`config.mk`:
```
export PLATFORM = sky130hd
export DESIGN_NAME = matmul_ctrl
export DESIGN_NICKNAME = d
export VERILOG_FILES = /design/src/rtl/matmul_pkg.sv /design/src/rtl/matmul_res_wr.sv /design/src/rtl/matmul_ctrl.sv
export SDC_FILE = /design/constraint.sdc
export NUM_CORES = 1
export LEC_CHECK = 0
export ABC_AREA = 1
export CAP_MARGIN = 20
export CORE_MARGIN = 1
export CORE_UTILIZATION = 50
export DETAILED_ROUTE_END_ITERATION = 10
export PLACE_DENSITY = 0.86
export SKIP_LAST_GASP = 1
export SYNTH_ARGS = -nofsm -noshare
export SYNTH_HDL_FRONTEND = slang
export SYNTH_SLANG_ARGS = --single-unit
```
`constraint.sdc`:
```
create_clock -name clk -period 3.2 [get_ports clk]
set_input_delay 0.48 -clock clk [delete_from_list [all_inputs] [get_ports clk]]
set_output_delay 0.48 -clock clk [all_outputs]
set_load 0.1 [all_outputs]
```
`src/rtl/matmul_pkg.sv`:
```
// Shared types and sizing for the MAC-ALU sequencer: FSM states, stream/accumulator widths,
// X buffer and result RAM address field widths.
package matmul_pkg;

    localparam int IN_W       = 32;
    localparam int LOAD_WORDS = 8;
    localparam int MU_W       = 18;
    localparam int N_COL      = 4;
    localparam int N_ROW      = 4;

    localparam int WADDR_W = $clog2(LOAD_WORDS);
    localparam int COL_W   = $clog2(N_COL);
    localparam int ROW_W   = $clog2(N_ROW);
    localparam int RADDR_W = COL_W + ROW_W;

    localparam logic [WADDR_W-1:0] LAST_WORD = WADDR_W'(LOAD_WORDS - 1);
    localparam logic [ROW_W-1:0]   LAST_ROW  = ROW_W'(N_ROW - 1);

    typedef enum logic [2:0] {
        ST_IDLE,
        ST_LOAD,
        ST_RUN,
        ST_DRAIN,
        ST_DONE
    } state_t;

endpackage

```
`src/rtl/matmul_res_wr.sv`:
```
// Result capture: latches MU1..MU4 the cycle after an ALU column-finished pulse and
// serialises them into four result RAM writes at {col,row}.
module matmul_res_wr
    import matmul_pkg::*;
(
    input  logic               clk,
    input  logic               rst,
    input  logic               clr,
    input  logic               web,
    input  logic [MU_W-1:0]    mu1,
    input  logic [MU_W-1:0]    mu2,
    input  logic [MU_W-1:0]    mu3,
    input  logic [MU_W-1:0]    mu4,
    output logic               ram_we,
    output logic [RADDR_W-1:0] ram_addr,
    output logic [MU_W-1:0]    ram_wdata,
    output logic               idle
);

    logic                  cap_pend_p0;
    logic [MU_W-1:0]       hold_p1 [N_ROW];
    logic                  wr_act_p1;
    logic [ROW_W-1:0]      row_p1;
    logic [COL_W-1:0]      wr_col_p1;
    logic [COL_W-1:0]      col;

    always_ff @(posedge clk or negedge rst) begin
        if (!rst) begin
            cap_pend_p0 <= 1'b0;
            wr_act_p1   <= 1'b0;
            row_p1      <= '0;
            wr_col_p1   <= '0;
            col         <= '0;
            for (int i = 0; i < N_ROW; i++) hold_p1[i] <= '0;
        end else begin
            // stage 0: web seen, MU values settle during the following cycle
            cap_pend_p0 <= web;
            // stage 1: capture, then one RAM beat per row
            if (cap_pend_p0) begin
                hold_p1[0] <= mu1;
                hold_p1[1] <= mu2;
                hold_p1[2] <= mu3;
                hold_p1[3] <= mu4;
                wr_act_p1  <= 1'b1;
                row_p1     <= '0;
                wr_col_p1  <= col;
                col        <= col + 1'b1;
            end else if (wr_act_p1) begin
                if (row_p1 == LAST_ROW) wr_act_p1 <= 1'b0;
                row_p1 <= row_p1 + 1'b1;
            end
            if (clr) col <= '0;
        end
    end

    assign ram_we    = wr_act_p1;
    assign ram_addr  = wr_act_p1 ? {wr_col_p1, row_p1} : '0;
    assign ram_wdata = wr_act_p1 ? hold_p1[row_p1] : '0;

    // High already on the final beat so the sequencer can leave DRAIN without a bubble.
    assign idle = !cap_pend_p0 && (!wr_act_p1 || row_p1 == LAST_ROW);

`ifndef SYNTHESIS
    web_overlap_a: assert property (@(posedge clk) disable iff (!rst)
        !(web && (cap_pend_p0 || wr_act_p1)));
`endif

endmodule

```
`src/rtl/matmul_ctrl.sv`:
```
// Sequencer for the 4-row MAC ALU: loads one 8-word matrix, runs one ALU pass, drains results.
// Optional MATMUL_CTRL_CNT_EN adds mat_count, a wrapping count of completed matrices.
module matmul_ctrl
    import matmul_pkg::*;
(
    input  logic               clk,
    input  logic               rst,
    input  logic               start,
    input  logic               in_valid,
    output logic               in_ready,
    input  logic [IN_W-1:0]    in_data,
    output logic               buf_we,
    output logic [WADDR_W-1:0] buf_waddr,
    output logic [IN_W-1:0]    buf_wdata,
    output logic               alu_en,
    input  logic               alu_web,
    input  logic               alu_done,
    input  logic [MU_W-1:0]    mu1,
    input  logic [MU_W-1:0]    mu2,
    input  logic [MU_W-1:0]    mu3,
    input  logic [MU_W-1:0]    mu4,
    output logic               ram_we,
    output logic [RADDR_W-1:0] ram_addr,
    output logic [MU_W-1:0]    ram_wdata,
    output logic               busy,
    output logic               done
`ifdef MATMUL_CTRL_CNT_EN
    ,
    output logic [15:0]        mat_count
`endif
);

    state_t               state;
    state_t               state_nxt;
    logic [WADDR_W-1:0]   load_cnt;
    logic                 xfer;
    logic                 wr_idle;

    assign xfer = in_valid && in_ready;

    always_ff @(posedge clk or negedge rst) begin
        if (!rst) state <= ST_IDLE;
        else      state <= state_nxt;
    end

    always_comb begin
        state_nxt = state;
        in_ready  = 1'b0;
        busy      = 1'b1;
        done      = 1'b0;
        case (state)
            ST_IDLE: begin
                busy = 1'b0;
                if (start) state_nxt = ST_LOAD;
            end
            ST_LOAD: begin
                in_ready = 1'b1;
                if (in_valid && load_cnt == LAST_WORD) state_nxt = ST_RUN;
            end
            ST_RUN: begin
                if (alu_done) state_nxt = ST_DRAIN;
            end
            ST_DRAIN: begin
                if (wr_idle) state_nxt = ST_DONE;
            end
            ST_DONE: begin
                done      = 1'b1;
                state_nxt = ST_IDLE;
            end
            default: state_nxt = ST_IDLE;
        endcase
    end

    always_ff @(posedge clk or negedge rst) begin
        if (!rst) begin
            buf_we    <= 1'b0;
            buf_waddr <= '0;
            buf_wdata <= '0;
            load_cnt  <= '0;
            alu_en    <= 1'b0;
        end else begin
            // p1: accepted word goes to the X buffer one cycle after the handshake
            buf_we <= xfer;
            if (xfer) begin
                buf_waddr <= load_cnt;
                buf_wdata <= in_data;
                load_cnt  <= load_cnt + 1'b1;
            end
            if (state == ST_IDLE) load_cnt <= '0;
            alu_en <= (state_nxt == ST_RUN);
        end
    end

    matmul_res_wr u_res_wr (
        .clk       (clk),
        .rst       (rst),
        .clr       (state == ST_IDLE),
        .web       (alu_web && state == ST_RUN),
        .mu1       (mu1),
        .mu2       (mu2),
        .mu3       (mu3),
        .mu4       (mu4),
        .ram_we    (ram_we),
        .ram_addr  (ram_addr),
        .ram_wdata (ram_wdata),
        .idle      (wr_idle)
    );

`ifdef MATMUL_CTRL_CNT_EN
    logic [15:0] mat_cnt;

    always_ff @(posedge clk or negedge rst) begin
        if (!rst)                 mat_cnt <= '0;
        else if (state == ST_DONE) mat_cnt <= mat_cnt + 16'd1;
    end

    assign mat_count = mat_cnt;
`endif

endmodule

```
==> impl_results.md <==
- Highest Clock Rate: 335.6 MHz
- Peak supply drop: 0.001164 V
- Setup violators final: 0
- Pwr Density: 1157 nW/um2
- Crit start category: flip-flop
- Reg-to-reg setup timing slack: 1410 ps
- Initial core utilization: 51.85%
- WL/cell: 15.48 um
- Placed cell areas: 7256 um2
- Vias in the first global route: 4995
- Leakage: 3.757 nW
- FF-to-FF Start: u_res_wr.row_p1[1]$_DFFE_PN0P_
- Sw frac: 49.24%
- Clock share of power: 20.9%
- Worst slew margin: 33.81%
- Total congestion overflow: 0
- Seq/Total Area, Yosys: 57.25%
- Most frequent cell after synthesis: nand2_1
- Crit-path leading delay family: flip-flops
- Top cells by area, synth: dfrtp_1, nand2_1, o21ai_0
- Total die area: 11170 um2
- Hold WC Path Type: flip-flop to flip-flop
- Largest area contributor in the netlist: dfrtp_1
- CTS resizes: 0
- Worst Path Max Fanout: 21
- Crit path time final: 2980 ps
- CP Buf/Inv Count: 2
- Area grow syn2layout: 46.26%
- Total power: 9.102 mW
- Largest net degree at the start of global routing: 97
- Drt pass-1 iters: 6
- Clk sinks: 123
- Initial antenna violation count: 0
- Die span in y: 105.7 um
- Bufs on Longest Clock Path: 2
- Psw: 4.482 mW
- 1st-iter DRT viols: 385
- Clock Skews: 12.85 ps
- Period utilization: 93.11%
- H-tree depth: 4
- Final Hold Fails: 0
- Yosys cell types: 21
- Synth Cell Area: 5376 um2
- Post-DRT Antenna Nets: 0
- Clock root buffer: clkbuf_8
- Worst-Margin Slew: 989.8 ps
- Via Count: 4929
- Synthesized Nets: 755
- Die W: 105.7 um
- Comb pwr share: 49.2%
- Flops & latches, synth: 123
- Hold Path Origin: u_res_wr.col[0]$_DFFE_PN0P_
- Post-synth top cells: nand2_1, dfrtp_1, o21ai_0, a21oi_1, inv_1
- Worst skew pair latency: 500 ps
- Hold Path Stages: 1
- CP cell instances: inv_2, a21oi_1, o21ai_0, a21oi_2, buf_12
- Reg2reg path depth: 8
- DRC Markers: 0
- TritonCTS buffer count: 17
- Synth top area share: 57.25%
- Slowest cell delay on critical path: 820 ps
- Asr flop ratio synth: 100.0%
- ANT cells: 0
- Vias per Instance: 5.188
- # rows: 37
- Req. time, crit path: 2720 ps
- Avg Synthesized Cell Area: 8.374 um2
- Fin. max-slew vios: 0
- Unrepaired setup endpoints after global routing: false
- Synth Instances: 642
- Reg-to-reg endpoint: alu_en$_DFF_PN0_
- GRT Util Overall: 27.51%
- Routed wire length: 14710 um
- Yosys Warn Count: 0
- Reg power frac: 29.8%
- Hold endpoint: u_res_wr.col[0]$_DFFE_PN0P_
- Worst path slowest cell: dfrtp_1
- Finished Cell Area: 7864 um2
- Final #Nets: 915
- Buffers on Ports: 172
- Post-CTS setup repair buffer count: 0
- IO Count: 173
- Max_cap viols: 0
- Fillers: 720
- Gpl congestion: 0.8332
- Status: completed
- CTS tree: done
- WS Path Type: flip-flop to primary output
- Post-synth EDFFs: 0
- Internal power: 4.620 mW
- Worst setup EP type: primary output
- Share of cells above drive strength 1: 12.04%
- Worst EP arrival: 2500 ps
- Dpl hpwl: 10140 um
- Core area: 10370 um2
- CTS clk-pin slew, worst paths: 70 ps
- First-pass GRT wire length: 23890 um
- Most used DFF post-synth: dfrtp_1
metal layers:
metal / routed length [um] / track usage [%] / part of all wire, %
met5: 0 / 0 / 0
met4: 112 / 6.944 / 0.76
met3: 1574 / 9.709 / 11
met2: 7093 / 44.30 / 48
met1: 5924 / 35.53 / 40
how the worst max path moves through the flow:
stage | from | end | slack (ps) | cells past startpoint
after floorplan | u_res_wr.ram_we$_DFF_PN0_ | ram_wdata[10] | -90 | 3
after global placement | u_res_wr.row_p1[1]$_DFFE_PN0P_ | ram_wdata[11] | 880 | 5
after detailed placement | u_res_wr.row_p1[1]$_DFFE_PN0P_ | ram_wdata[11] | 800 | 5
after CTS | u_res_wr.row_p1[1]$_DFFE_PN0P_ | ram_wdata[15] | 230 | 5
after global routing | u_res_wr.row_p1[1]$_DFFE_PN0P_ | ram_wdata[5] | 30 | 5
final | u_res_wr.row_p1[1]$_DFFE_PN0P_ | ram_wdata[4] | 220 | 5
power by group through the flow:
| stage | combinational, mW | sequential, mW | clock [mW] |
|---|---|---|---|
| 2_1_floorplan | 1.89 | 4.14 | 0 |
| 3_3_place_gp | 4.35 | 2.68 | 0 |
| 3_5_place_dp | 4.46 | 2.71 | 0 |
| 4_1_cts | 4.50 | 2.71 | 1.93 |
| 5_1_grt | 4.82 | 2.79 | 2.00 |
| 6_report | 4.48 | 2.72 | 1.91 |
cell type report:
cell class / count / area, um2 / area share [%]
Clock inverter: 13 / 170.2 / 2.164
Multi-Input combinational cell: 427 / 1899 / 24.15
Tap cell: 136 / 170.2 / 2.164
Clock buffer: 18 / 427.9 / 5.442
Timing Repair Buffer: 177 / 1907 / 24.25
Inverter: 56 / 210.2 / 2.673
Sequential cell: 123 / 3079 / 39.16
layout by cell type, fill, tap and decap left out, drive strengths merged:
master / instances
nand2: 266
clkdlybuf4s50: 135
dfrtp: 123
o21ai: 83
a21oi: 58
inv: 57
buf: 41
clkbuf: 18
nor2: 9
clkinv: 6
nand3: 4
ha: 3
clkinvlp: 3
bufinv: 3
nor3: 3
nand4: 1
dlygate4sd3: 1
through the flow:
step | hold slack (ps) | util, % | cells | setup TNS, ps | worst slack [ps]
6_report | 469.5 | 75.83 | 950 | 0 | 220.4
5_1_grt | 492.0 | 75.83 | 950 | 0 | 27.82
4_1_cts | 473.8 | 75.83 | 950 | 0 | 226.5
3_5_place_dp | 458.3 | 69.97 | 918 | 0 | 796.5
3_3_place_gp | 446.0 | 69.97 | 918 | 0 | 881.0
2_1_floorplan | 184.4 | - | 642 | -1089 | -91.34
flip-flops by register name, indices dropped and copies added (netlist names):
| name | cells |
|---|---|
| state | 3 |
| buf_we | 1 |
| buf_wdata | 32 |
| u_res_wr.col | 2 |
| u_res_wr.wr_col_p1 | 2 |
| u_res_wr.row_p1 | 2 |
| alu_en | 1 |
| buf_waddr | 3 |
| load_cnt | 3 |
| u_res_wr.hold_p1 | 72 |
| u_res_wr.ram_we | 1 |
| u_res_wr.cap_pend_p0 | 1 |
logic make-up (layout without fill, tap and decap cells):
family	Yosys count	after routing	synth area share, %
and+or+nand+nor	283	283	21.08
AOI/OAI and AO/OA	141	141	13.13
DFF	123	123	57.25
buffers and inverters	92	264	7.843
adders and majority gates	3	3	0.6982
repair_timing:
action                                  in CTS  in global routing
hold buffers                                 1                  0
endpoints found under the setup margin       0                  0
hold endpoints to repair                    37                  0
Note: power is estimated with default switching activity, not from simulation.
